`config.mk`:
```
export PLATFORM = sky130hd
export DESIGN_NAME = apb_cmd_master
export DESIGN_NICKNAME = d
export VERILOG_FILES = /design/src/rtl/apb_cmd_master_pkg.sv /design/src/rtl/apb_cmd_master.sv
export SDC_FILE = /design/constraint.sdc
export NUM_CORES = 1
export LEC_CHECK = 0
export BUFFER_PORTS_ARGS = -buffer_cell sky130_fd_sc_hd__buf_2
export CORE_UTILIZATION = 47
export CTS_CLUSTER_SIZE = 12
export DETAILED_ROUTE_END_ITERATION = 6
export GPL_ROUTABILITY_DRIVEN = 0
export PLACE_DENSITY = 0.88
export REMOVE_ABC_BUFFERS = 1
export SETUP_SLACK_MARGIN = 0.05
export SLEW_MARGIN = 10
export SYNTH_ARGS = -nofsm -noshare
export SYNTH_HDL_FRONTEND = slang
export SYNTH_SLANG_ARGS = --single-unit
```
`constraint.sdc`:
```
create_clock -name clk_i -period 4.5 [get_ports clk_i]
set_clock_uncertainty 0.05 [all_clocks]
set_input_delay 0.9 -clock clk_i [delete_from_list [all_inputs] [get_ports clk_i]]
set_output_delay 0.9 -clock clk_i [all_outputs]
set_load 0.02 [all_outputs]
```
`src/rtl/apb_cmd_master_pkg.sv`:
```
// Shared types for the APB command master: FSM states, command/response bundles,
// default widths and timeout counter sizing helper.
package apb_cmd_master_pkg;

  localparam int unsigned APB_AW_DEF  = 12;
  localparam int unsigned APB_DW_DEF  = 32;
  localparam int unsigned TMO_DEF     = 256;
  localparam int unsigned TMO_CNT_W   = $clog2(TMO_DEF);

  typedef enum logic [1:0] {
    IDLE,
    SETUP,
    ACCESS,
    RESP
  } apb_mst_state_e;

  typedef struct packed {
    logic                  write;
    logic [APB_AW_DEF-1:0] addr;
    logic [APB_DW_DEF-1:0] wdata;
  } apb_cmd_t;

  typedef struct packed {
    logic [APB_DW_DEF-1:0] rdata;
    logic                  err;
  } apb_rsp_t;

  // Counter width for a given cycle budget, never below one bit.
  function automatic int unsigned tmo_cnt_w(int unsigned n);
    return (n < 2) ? 1 : $clog2(n);
  endfunction

endpackage

```
`src/rtl/apb_cmd_master.sv`:
```
// Single-outstanding APB initiator: cmd stream (addr/wdata/write) in, APB SETUP/ACCESS
// out, rsp stream (rdata/err) back. Optional ACCESS abort under APB_CMD_MASTER_TIMEOUT_EN.
// Ports: clk_i, rst_i (sync, high); cmd_valid_i/cmd_ready_o/cmd_write_i/cmd_addr_i/
// cmd_wdata_i; rsp_valid_o/rsp_ready_i/rsp_rdata_o/rsp_err_o; paddr_o/pwdata_o/pwrite_o/
// psel_o/penable_o/prdata_i/pready_i/pslverr_i; busy_o; timeout_o.
module apb_cmd_master
  import apb_cmd_master_pkg::*;
#(
  parameter int unsigned APB_ADDR_WIDTH = APB_AW_DEF,
  parameter int unsigned APB_DATA_WIDTH = APB_DW_DEF,
  parameter int unsigned TIMEOUT_CYCLES = TMO_DEF
) (
  input  logic                      clk_i,
  input  logic                      rst_i,
  input  logic                      cmd_valid_i,
  output logic                      cmd_ready_o,
  input  logic                      cmd_write_i,
  input  logic [APB_ADDR_WIDTH-1:0] cmd_addr_i,
  input  logic [APB_DATA_WIDTH-1:0] cmd_wdata_i,
  output logic                      rsp_valid_o,
  input  logic                      rsp_ready_i,
  output logic [APB_DATA_WIDTH-1:0] rsp_rdata_o,
  output logic                      rsp_err_o,
  output logic [APB_ADDR_WIDTH-1:0] paddr_o,
  output logic [APB_DATA_WIDTH-1:0] pwdata_o,
  output logic                      pwrite_o,
  output logic                      psel_o,
  output logic                      penable_o,
  input  logic [APB_DATA_WIDTH-1:0] prdata_i,
  input  logic                      pready_i,
  input  logic                      pslverr_i,
  output logic                      busy_o,
  output logic                      timeout_o
);

  apb_mst_state_e state_q, state_d;

  logic [APB_ADDR_WIDTH-1:0] paddr_q, paddr_d;
  logic [APB_DATA_WIDTH-1:0] pwdata_q, pwdata_d;
  logic                      pwrite_q, pwrite_d;
  logic                      psel_q, psel_d;
  logic                      penable_q, penable_d;
  logic                      rsp_valid_q, rsp_valid_d;
  logic [APB_DATA_WIDTH-1:0] rsp_rdata_q, rsp_rdata_d;
  logic                      rsp_err_q, rsp_err_d;
  logic                      busy_q, busy_d;
  logic                      timeout_q, timeout_d;
  logic                      cmd_ready;
  logic                      accept;

`ifdef APB_CMD_MASTER_TIMEOUT_EN
  localparam int unsigned CNT_W = tmo_cnt_w(TIMEOUT_CYCLES);
  localparam logic [CNT_W-1:0] CNT_LAST = CNT_W'(TIMEOUT_CYCLES - 1);
  logic [CNT_W-1:0] cnt_q, cnt_d;
`endif

  // Ready in IDLE, or in RESP when the response drains this cycle.
  assign cmd_ready = (state_q == IDLE) ||
                     ((state_q == RESP) && rsp_ready_i);
  assign accept    = cmd_valid_i && cmd_ready;

  always_comb begin
    state_d     = state_q;
    paddr_d     = paddr_q;
    pwdata_d    = pwdata_q;
    pwrite_d    = pwrite_q;
    psel_d      = psel_q;
    penable_d   = penable_q;
    rsp_valid_d = rsp_valid_q;
    rsp_rdata_d = rsp_rdata_q;
    rsp_err_d   = rsp_err_q;
    timeout_d   = 1'b0;
`ifdef APB_CMD_MASTER_TIMEOUT_EN
    cnt_d       = cnt_q;
`endif
    unique case (state_q)
      IDLE: begin
        if (accept) begin
          paddr_d  = cmd_addr_i;
          pwdata_d = cmd_wdata_i;
          pwrite_d = cmd_write_i;
          psel_d   = 1'b1;
          state_d  = SETUP;
        end
      end
      SETUP: begin
        penable_d = 1'b1;
        state_d   = ACCESS;
`ifdef APB_CMD_MASTER_TIMEOUT_EN
        cnt_d     = '0;
`endif
      end
      ACCESS: begin
        if (pready_i) begin
          rsp_err_d   = pslverr_i;
          rsp_rdata_d = pwrite_q ? '0 : prdata_i;
          rsp_valid_d = 1'b1;
          psel_d      = 1'b0;
          penable_d   = 1'b0;
          state_d     = RESP;
        end
`ifdef APB_CMD_MASTER_TIMEOUT_EN
        else if (cnt_q == CNT_LAST) begin
          rsp_err_d   = 1'b1;
          rsp_rdata_d = '0;
          rsp_valid_d = 1'b1;
          psel_d      = 1'b0;
          penable_d   = 1'b0;
          timeout_d   = 1'b1;
          state_d     = RESP;
        end else begin
          cnt_d = cnt_q + 1'b1;
        end
`endif
      end
      RESP: begin
        if (rsp_ready_i) begin
          rsp_valid_d = 1'b0;
          if (accept) begin
            paddr_d  = cmd_addr_i;
            pwdata_d = cmd_wdata_i;
            pwrite_d = cmd_write_i;
            psel_d   = 1'b1;
            state_d  = SETUP;
          end else begin
            state_d = IDLE;
          end
        end
      end
      default: state_d = IDLE;
    endcase
    busy_d = (state_d != IDLE);
  end

  always_ff @(posedge clk_i) begin
    if (rst_i) begin
      state_q     <= IDLE;
      paddr_q     <= '0;
      pwdata_q    <= '0;
      pwrite_q    <= 1'b0;
      psel_q      <= 1'b0;
      penable_q   <= 1'b0;
      rsp_valid_q <= 1'b0;
      rsp_rdata_q <= '0;
      rsp_err_q   <= 1'b0;
      busy_q      <= 1'b0;
      timeout_q   <= 1'b0;
    end else begin
      state_q     <= state_d;
      paddr_q     <= paddr_d;
      pwdata_q    <= pwdata_d;
      pwrite_q    <= pwrite_d;
      psel_q      <= psel_d;
      penable_q   <= penable_d;
      rsp_valid_q <= rsp_valid_d;
      rsp_rdata_q <= rsp_rdata_d;
      rsp_err_q   <= rsp_err_d;
      busy_q      <= busy_d;
      timeout_q   <= timeout_d;
    end
  end

`ifdef APB_CMD_MASTER_TIMEOUT_EN
  always_ff @(posedge clk_i) begin
    if (rst_i) begin
      cnt_q <= '0;
    end else begin
      cnt_q <= cnt_d;
    end
  end
`endif

  assign cmd_ready_o = cmd_ready;
  assign rsp_valid_o = rsp_valid_q;
  assign rsp_rdata_o = rsp_rdata_q;
  assign rsp_err_o   = rsp_err_q;
  assign paddr_o     = paddr_q;
  assign pwdata_o    = pwdata_q;
  assign pwrite_o    = pwrite_q;
  assign psel_o      = psel_q;
  assign penable_o   = penable_q;
  assign busy_o      = busy_q;
  assign timeout_o   = timeout_q;

endmodule

```
==> results of run 1 <==
[metrics by stage]
| step | power (mW) | worst slack [ns] | instances |
|---|---|---|---|
| 6_report | 2.19 | 2.07 | 549 |
| 5_1_grt | 2.32 | 1.97 | 549 |
| 4_1_cts | 2.20 | 2.07 | 549 |
| 2_1_floorplan | 1.43 | 2.02 | 292 |
| 3_5_place_dp | 1.69 | 2.04 | 534 |
| 3_3_place_gp | 1.67 | 2.12 | 534 |
[area by class of cell]
type                    count  area [um2]
flip-flops and latches     84        1680
clock buffers              11         141
well taps                  75        93.8
repair buffers            167         841
clock inverters             4        50.0
fillers                   519        2060
inverters                   4        15.0
multi-input cells         204        1150
[worst max-delay path by stage]
stage,from,to,slack [ns],depth (start not counted)
3_3_place_gp,pready_i,rsp_rdata_o[9],2.12,4
6_report,state_q[0],cmd_ready_o,2.07,5
2_1_floorplan,rst_i,rsp_rdata_o[0],2.02,2
5_1_grt,state_q[1],cmd_ready_o,1.97,5
4_1_cts,state_q[1],cmd_ready_o,2.07,5
3_5_place_dp,pready_i,rsp_rdata_o[11],2.04,4
[critical path: cells and delay by family, from the launching register on]
kind	cells	cell delay (ns)
adder cells (fa/ha/maj)	1	0.24
flip-flops	1	0.40
AO/OA/AOI/OAI	1	0.18
buffers and inverters	3	0.31
[registers in the layout, summed over array words and instances, names as in the netlist]
| signal | count |
|---|---|
| rsp_rdata_o | 32 |
| pwdata_o | 32 |
| busy_o | 1 |
| pwrite_o | 1 |
| psel_o | 1 |
| paddr_o | 12 |
| rsp_valid_o | 1 |
| penable_o | 1 |
| state_q | 2 |
| rsp_err_o | 1 |
[layout by cell type (no fill, tap or decap), types with 2 or more instances in the layout]
master / count
buf_4: 2
nor2_1: 2
inv_1: 4
o21ai_0: 2
ha_1: 5
a21oi_2: 10
clkbuf_8: 10
a21oi_1: 41
nand2_1: 95
buf_2: 165
dfxtp_1: 84
a22o_1: 32
clkinvlp_4: 2
[metal layers]
metal,share of wire [%],routed length [um],up-vias,GRT usage (%)
li1,-,-,1373,-
met3,13,966,14,8.44
met4,1.4,106,0,8.60
met2,45,3280,166,35.1
met5,0,0,-,0
met1,41,2990,1239,24.2
[where the power goes]
| group | total (mW) | internal (mW) | switching [mW] |
|---|---|---|---|
| Combinational | 0.736 | 0.258 | 0.478 |
| Sequential | 0.937 | 0.870 | 0.0676 |
| Clock | 0.518 | 0.268 | 0.250 |
| Total | 2.19 | 1.40 | 0.796 |
[synth_stat cells, types with 2 or more instances]
cell	instances	area, um2
nand2_1	95	357
dfxtp_1	84	1680
a21oi_1	42	210
a22o_1	32	280
buf_2	13	65.1
a21oi_2	9	78.8
ha_1	5	62.6
buf_8	4	60.1
clkbuf_1	4	15.0
inv_1	4	15.0
nor2_1	2	7.51
o21ai_0	2	10.0
[cells by family (layout without fill, tap and decap cells)]
kind of cell	count (synthesis)	in the layout	share of synthesized area [%]
multiplexers	1	1	0.500
AO/OA/AOI/OAI	92	92	21.1
buffers and inverters	27	186	6.09
adder cells (fa/ha/maj)	5	5	2.09
other	1	1	0.125
flip-flops	84	84	56.0
AND/OR/NAND/NOR	105	105	14.0
==> results.py, run 1 <==
metrics = {
    "grt": {
        "track_usage_pct": 21.2,
        "grt_max_degree": 52,
        "grt_pass1_vias": 2419,
        "grt_pass1_wl_mm": 10.8,
        "overflow": 0,
        "antenna_found_initial": 0,
    },
    "critical_path": {
        "cp-start-kind": "flop",
        "critical-path-top-cell-by-count": "inv_1",
        "r2r_start": "state_q[0]",
        "worstRegToRegCells": 5,
        "slowest_delay_ns": 0.40,
        "crit_type": "flop to primary output",
        "rrSetupSlack_ns": 2.19,
        "cp_max_fo": 4,
        "cp_cell_sequence": "inv_1 > ha_1 > a21oi_1 > inv_1 > buf_2",
        "worstPathRequired_ns": 3.55,
        "cp_slowest_cell": "dfxtp_1",
        "worstSetupEndpointType": "primary output",
        "rr_endpoint": "rsp_rdata_o[16]",
        "worstPathArrival_ns": 1.48,
    },
    "clock_tree": {
        "clkTransAtPathRegs_ns": 0.08,
        "post_cts_resized": 0,
        "clk_latency_ns": 0.34,
        "cts_buffer_depth": 2,
        "cts_tree": "built",
        "cts_buffers": 9,
        "cts.sinks": 84,
        "cts-htree-levels": 3,
        "cts_root_buffer": "clkbuf_8",
        "postCtsSetupBuffers": 0,
        "ctsHoldBuffers": 0,
    },
    "floorplan": {
        "rows": 28,
        "start_util_pct": 49.8,
        "die_w_um": 81.9,
        "core_um2": 6030,
        "num_io_pins": 167,
        "die_area_um2": 6710,
        "die_h_um": 81.9,
    },
    "finish": {
        "n_antenna_cell": 0,
        "finish.utilization_pct": 65.9,
        "design_area_um2": 3970,
        "fin_nets": 558,
        "area_delta_synth_final_pct": 32.3,
        "layout-drive-gt1-share_pct": 41.6,
    },
    "drt": {
        "ant_nets": 0,
        "first_pass_iters": 5,
        "drt_wl_total_mm": 7.34,
        "via_count": 2792,
        "wl_per_cell_um": 13.4,
        "drt_iter0_drc": 94,
        "avgViaCountPerCell": 5.09,
        "post-route-drc-count": 0,
    },
    "timing": {
        "period_share_pct": 54.0,
        "fmax_mhz": 412,
        "final-max-slew-violation-count": 0,
        "rsz0062_at_grt": "false",
        "final-hold-violation-count": 0,
        "finalSetupTns_ns": 0,
        "slew_headroom_pct": 24.8,
        "holdWs_ns": 0.403,
        "layout_min_cycle_time_ns": 2.43,
        "setup-violations-final": 0,
        "worst_slew_pin_slew_ns": 1.12,
    },
    "power": {
        "p_leak_nw": 1.94,
        "power_density_nw_per_um2": 552,
        "ir_drop_mv": 0.316,
    },
    "synth": {
        "yosysWarnings": 0,
        "syn_area_um2": 3000,
        "seq_area_frac_synth_pct": 56.0,
        "yosys_most_used_dff": "dfxtp_1",
        "synth_edf_count": 0,
        "async_flop_share_pct": 0,
        "syn_area_per_cell_um2": 9.53,
        "synth_cell_type_count": 31,
        "ys_seq_elements": 84,
        "syn_inst": 315,
    },
    "hold_path": {
        "hold_depth": 2,
        "min_from": "pwdata_o[23]",
        "min_path_type": "flop to flop",
        "min_to": "pwdata_o[23]",
    },
    "placed_design": {
        "placed_area_um2": 3780,
        "port_buffers": 165,
        "dp_hpwl_mm": 5.11,
    },
    "run": {
        "drv_cap": 0,
    },
    "status": {
        "status": "completed",
    },
}
(Power assumes the default switching activity.)
==> inputs of run 2 (changes only) <==
CORE_UTILIZATION = 39   (was 47)
PLACE_DENSITY = 0.79   (was 0.88)
clock period = 2.21 ns   (was 4.5 ns; I/O delays follow)
==> run 2 against run 1 <==
Compared with the run above: clock-buffer cell count decreased by 1; die area increased by 20%; sequential power increased by 100%; final cell count increased by 4.7%; register-to-register slack got worse by 1.8 ns; critical path type unchanged; critical endpoint unchanged.
==> results.py, run 2 (same netlist as run 1, synthesis figures left out) <==
metrics = {
    "status": {
        "status": "completed",
    },
    "drt": {
        "drt_wl_total_mm": 7.21,
        "drt_iter0_drc": 109,
        "via_count": 2786,
        "wl_per_cell_um": 12.5,
        "post-route-drc-count": 0,
        "ant_nets": 0,
        "first_pass_iters": 4,
        "avgViaCountPerCell": 4.85,
    },
    "timing": {
        "layout_min_cycle_time_ns": 1.93,
        "finalSetupTns_ns": 0,
        "setup_ws_ns": 0.278,
        "fmax_mhz": 518,
        "setup-violations-final": 0,
        "rsz0062_at_grt": "false",
        "period_share_pct": 87.4,
        "slew_headroom_pct": 66.3,
        "final-hold-violation-count": 0,
        "final-max-slew-violation-count": 0,
        "worst_slew_pin_slew_ns": 0.505,
    },
    "hold_path": {
        "min_path_type": "input port to flop",
    },
    "finish": {
        "nFillCells": 680,
        "n_antenna_cell": 0,
        "fin_nets": 560,
        "area_delta_synth_final_pct": 34.7,
        "multi_input_area_um2": 1150,
        "final_common_cell": "buf_2",
        "final_cell_mix": "buf_2, nand2_1, dfxtp_1",
        "ff_latch_area_um2": 1680,
        "layout-drive-gt1-share_pct": 41.8,
    },
    "floorplan": {
        "core_um2": 7330,
        "die_h_um": 89.7,
        "die_w_um": 89.7,
        "die_area_um2": 8050,
        "start_util_pct": 40.9,
        "num_io_pins": 167,
        "rows": 31,
    },
    "grt": {
        "grt_pass1_wl_mm": 12.1,
        "overflow": 0,
        "antenna_found_initial": 0,
        "track_usage_pct": 18.5,
        "grt_pass1_vias": 2729,
        "grt_max_degree": 47,
    },
    "power": {
        "ir_drop_mv": 0.497,
        "p_leak_nw": 1.97,
        "power_density_nw_per_um2": 1130,
        "power.total_mw": 4.56,
    },
    "clock_tree": {
        "postCtsSetupBuffers": 0,
        "cts_tree": "built",
        "cts_buffers": 9,
        "post_cts_resized": 0,
        "ctsHoldBuffers": 0,
        "clk_latency_ns": 0.33,
        "clkTransAtPathRegs_ns": 0.08,
        "cts_buffer_depth": 2,
        "cts_root_buffer": "clkbuf_8",
        "cts-htree-levels": 3,
        "cts.sinks": 84,
    },
    "placed_design": {
        "dp_hpwl_mm": 5.10,
        "place_ws_ns": 0.439,
        "port_buffers": 165,
    },
    "run": {
        "drv_cap": 0,
    },
    "critical_path": {
        "crit_type": "flop to primary output",
        "cp-start-kind": "flop",
        "worstSetupEndpointType": "primary output",
        "worstPathRequired_ns": 1.72,
        "worstPathArrival_ns": 1.44,
        "cp_max_fo": 4,
    },
}
-- run 2: cell count changes in the layout (fill, tap and decap cells not counted) --
cell,before,now
clkinvlp_4,2,1
clkbuf_8,10,9
buf_4,2,3
bufinv_16,1,2
clkinv_2,1,2
buf_12,0,1
-- run 2: per-layer routing --
layer | routed length, um | vias up | track usage, %
li1 | - | 1377 | -
met1 | 3270 | 1258 | 21.9
met2 | 3130 | 141 | 29.5
met3 | 693 | 10 | 7.11
met4 | 118 | 0 | 8.47
met5 | 0 | - | 0
-- run 2: final timing paths --
path	cells past startpoint	slack (ns)	from	endpoint
worst min register to register	2	0.40	pwdata_o[27]	pwdata_o[27]
worst max-delay path	5	0.28	state_q[0]	cmd_ready_o
worst max register to register	6	0.41	state_q[0]	rsp_rdata_o[19]
worst min-delay path	2	0.27	prdata_i[26]	rsp_rdata_o[26]
-- run 2: critical path, stage by stage (launching register included) --
cell and delay [ns]:
dfxtp_1 0.38, inv_1 0.10, ha_1 0.24, a21oi_1 0.19
inv_1 0.05, buf_2 0.15
-- run 2: power breakdown --
group / leakage [nW] / internal (mW) / switching, mW / total, mW
registers: 0.686 / 1.77 / 0.130 / 1.90
clock network: 0.102 / 0.627 / 0.500 / 1.13
logic: 1.18 / 0.558 / 0.980 / 1.54
total: 1.97 / 2.95 / 1.61 / 4.56
-- run 2: cell type report --
type / count / area share [%]
Tap cell: 99 / 3.07
Timing Repair Buffer: 169 / 21.5
Clock inverter: 5 / 1.92
Inverter: 4 / 0.372
Sequential cell: 84 / 41.6
Clock buffer: 10 / 3.16
Multi-Input combinational cell: 204 / 28.4
-- run 2: through the flow --
step	cells	hold slack [ns]	area, um2	utilization (%)
2_1_floorplan	292	0.433	2830	-
5_1_grt	575	0.242	4040	55.1
4_1_cts	575	0.242	4040	55.1
6_report	575	0.267	4040	55.1
3_3_place_gp	560	0.389	3830	52.3
3_5_place_dp	560	0.394	3830	52.3
==> inputs of run 3 (changes only) <==
MAX_ROUTING_LAYER = met4   (was default)
==> run 3 against run 2 <==
Compared with the run above: clock-buffer cell count did not move; global-route usage rose by 0.48 points; non-clock buffer count did not move; design area did not move; first-iteration DRC count rose by 0.92%; final cell count did not move; die area did not move; critical path type unchanged; largest power group unchanged.
==> results.py, run 3 (same netlist as run 1, synthesis figures left out) <==
metrics = {
    "grt": {
        "grt_max_degree": 47,
        "overflow": 0,
        "grt_pass1_wl_mm": 12.1,
        "antenna_found_initial": 0,
        "grt_pass1_vias": 2723,
        "track_usage_pct": 19.0,
    },
    "clock_tree": {
        "post_cts_resized": 0,
        "cts_tree": "built",
        "ctsHoldBuffers": 0,
        "clkTransAtPathRegs_ns": 0.08,
        "cts.sinks": 84,
        "cts_root_buffer": "clkbuf_8",
        "cts-htree-levels": 3,
        "clk_latency_ns": 0.33,
        "cts_buffers": 9,
        "postCtsSetupBuffers": 0,
        "cts_buffer_depth": 2,
    },
    "critical_path": {
        "startpoint": "state_q[0]",
        "rr_endpoint": "rsp_rdata_o[19]",
        "crit_type": "flop to primary output",
        "worstPathRequired_ns": 1.72,
        "rrSetupSlack_ns": 0.41,
        "cp-endpoint": "cmd_ready_o",
        "r2r_start": "state_q[0]",
        "worstSetupEndpointType": "primary output",
        "cp_max_fo": 4,
        "worstPathArrival_ns": 1.44,
        "cp-start-kind": "flop",
        "worstRegToRegCells": 6,
    },
    "finish": {
        "n_antenna_cell": 0,
        "multi_input_area_um2": 1150,
        "ff_latch_area_um2": 1680,
        "nFillCells": 680,
        "final_cell_mix": "buf_2, nand2_1, dfxtp_1",
        "layout-drive-gt1-share_pct": 41.8,
        "final_common_cell": "buf_2",
        "design_area_um2": 4040,
        "layout.cells.non_filler": 575,
        "area_delta_synth_final_pct": 34.7,
        "fin_nets": 560,
    },
    "drt": {
        "drt_wl_total_mm": 7.19,
        "first_pass_iters": 4,
        "ant_nets": 0,
        "via_count": 2787,
        "post-route-drc-count": 0,
        "avgViaCountPerCell": 4.85,
        "drt_iter0_drc": 110,
        "wl_per_cell_um": 12.5,
    },
    "status": {
        "status": "completed",
    },
    "power": {
        "clkPwrFrac_pct": 24.6,
        "seq_power_share_pct": 41.7,
        "p_leak_nw": 1.97,
        "ir_drop_mv": 0.497,
        "power_density_nw_per_um2": 1130,
        "internal_power_mw": 2.95,
        "netSwitchingFraction_pct": 35.2,
        "power_switching_mw": 1.61,
        "power_frac_comb_pct": 33.7,
    },
    "placed_design": {
        "placed_area_um2": 3830,
        "port_buffers": 165,
        "placedCellCount": 560,
        "dp_hpwl_mm": 5.10,
    },
    "hold_path": {
        "min_path_type": "input port to flop",
    },
    "timing": {
        "rsz0062_at_grt": "false",
        "finalSetupTns_ns": 0,
        "worst_slew_pin_slew_ns": 0.502,
        "fmax_mhz": 518,
        "slew_headroom_pct": 66.5,
        "setup-violations-final": 0,
        "final-hold-violation-count": 0,
        "period_share_pct": 87.4,
        "final-max-slew-violation-count": 0,
        "layout_min_cycle_time_ns": 1.93,
    },
    "floorplan": {
        "die_h_um": 89.7,
        "die_area_um2": 8050,
        "num_io_pins": 167,
        "die_w_um": 89.7,
        "start_util_pct": 40.9,
        "rows": 31,
        "core_um2": 7330,
    },
    "run": {
        "drv_cap": 0,
    },
}
[run 3: cell counts in the layout (fill, tap and decap cells not counted)]
No cell type changed its count.
[run 3: final cells by class]
cell class / instances / share of cell area [%]
clock buffers: 10 / 3.16
repair buffers: 169 / 21.5
inverters: 4 / 0.372
flip-flops and latches: 84 / 41.6
well taps: 99 / 3.07
clock inverters: 5 / 1.92
multi-input cells: 204 / 28.4
[run 3: worst min path at each step]
stage,startpoint,end,slack [ns],cells after the start
after floorplan,state_q[0],state_q[0],0.43,2
after global placement,pwdata_o[8],pwdata_o[8],0.39,2
after detailed placement,pwdata_o[27],pwdata_o[27],0.39,2
after CTS,prdata_i[11],rsp_rdata_o[11],0.24,2
after global routing,prdata_i[10],rsp_rdata_o[10],0.24,2
final,prdata_i[26],rsp_rdata_o[26],0.27,2
[run 3: per-stage QoR]
stage	utilization, %	total power [mW]	hold WS [ns]	worst slack [ns]
detailed placement	52.3	3.47	0.394	0.439
floorplan	-	2.91	0.433	-0.132
global placement	52.3	3.42	0.389	0.522
global route	55.1	4.86	0.245	0.149
finish	55.1	4.56	0.269	0.280
CTS	55.1	4.62	0.242	0.248
[run 3: layer usage]
metal	share of wire, %	vias up	global-route usage (%)
li1	-	1377	-
met1	46	1255	22.4
met2	44	145	29.5
met3	8.7	10	6.01
met4	1.5	0	8.47
met5	0	-	-
[run 3: critical path, stage by stage (launching register included)]
cell     delay, ns
dfxtp_1       0.38
inv_1         0.10
ha_1          0.24
a21oi_1       0.19
inv_1         0.05
buf_2         0.15
[run 3: power groups by stage]
| stage | logic, mW | registers [mW] | clock network, mW |
|---|---|---|---|
| 2_1_floorplan | 0.684 | 2.22 | 0 |
| 3_3_place_gp | 1.50 | 1.92 | 0 |
| 3_5_place_dp | 1.54 | 1.93 | 0 |
| 4_1_cts | 1.54 | 1.90 | 1.18 |
| 5_1_grt | 1.68 | 1.93 | 1.25 |
| 6_report | 1.54 | 1.90 | 1.12 |
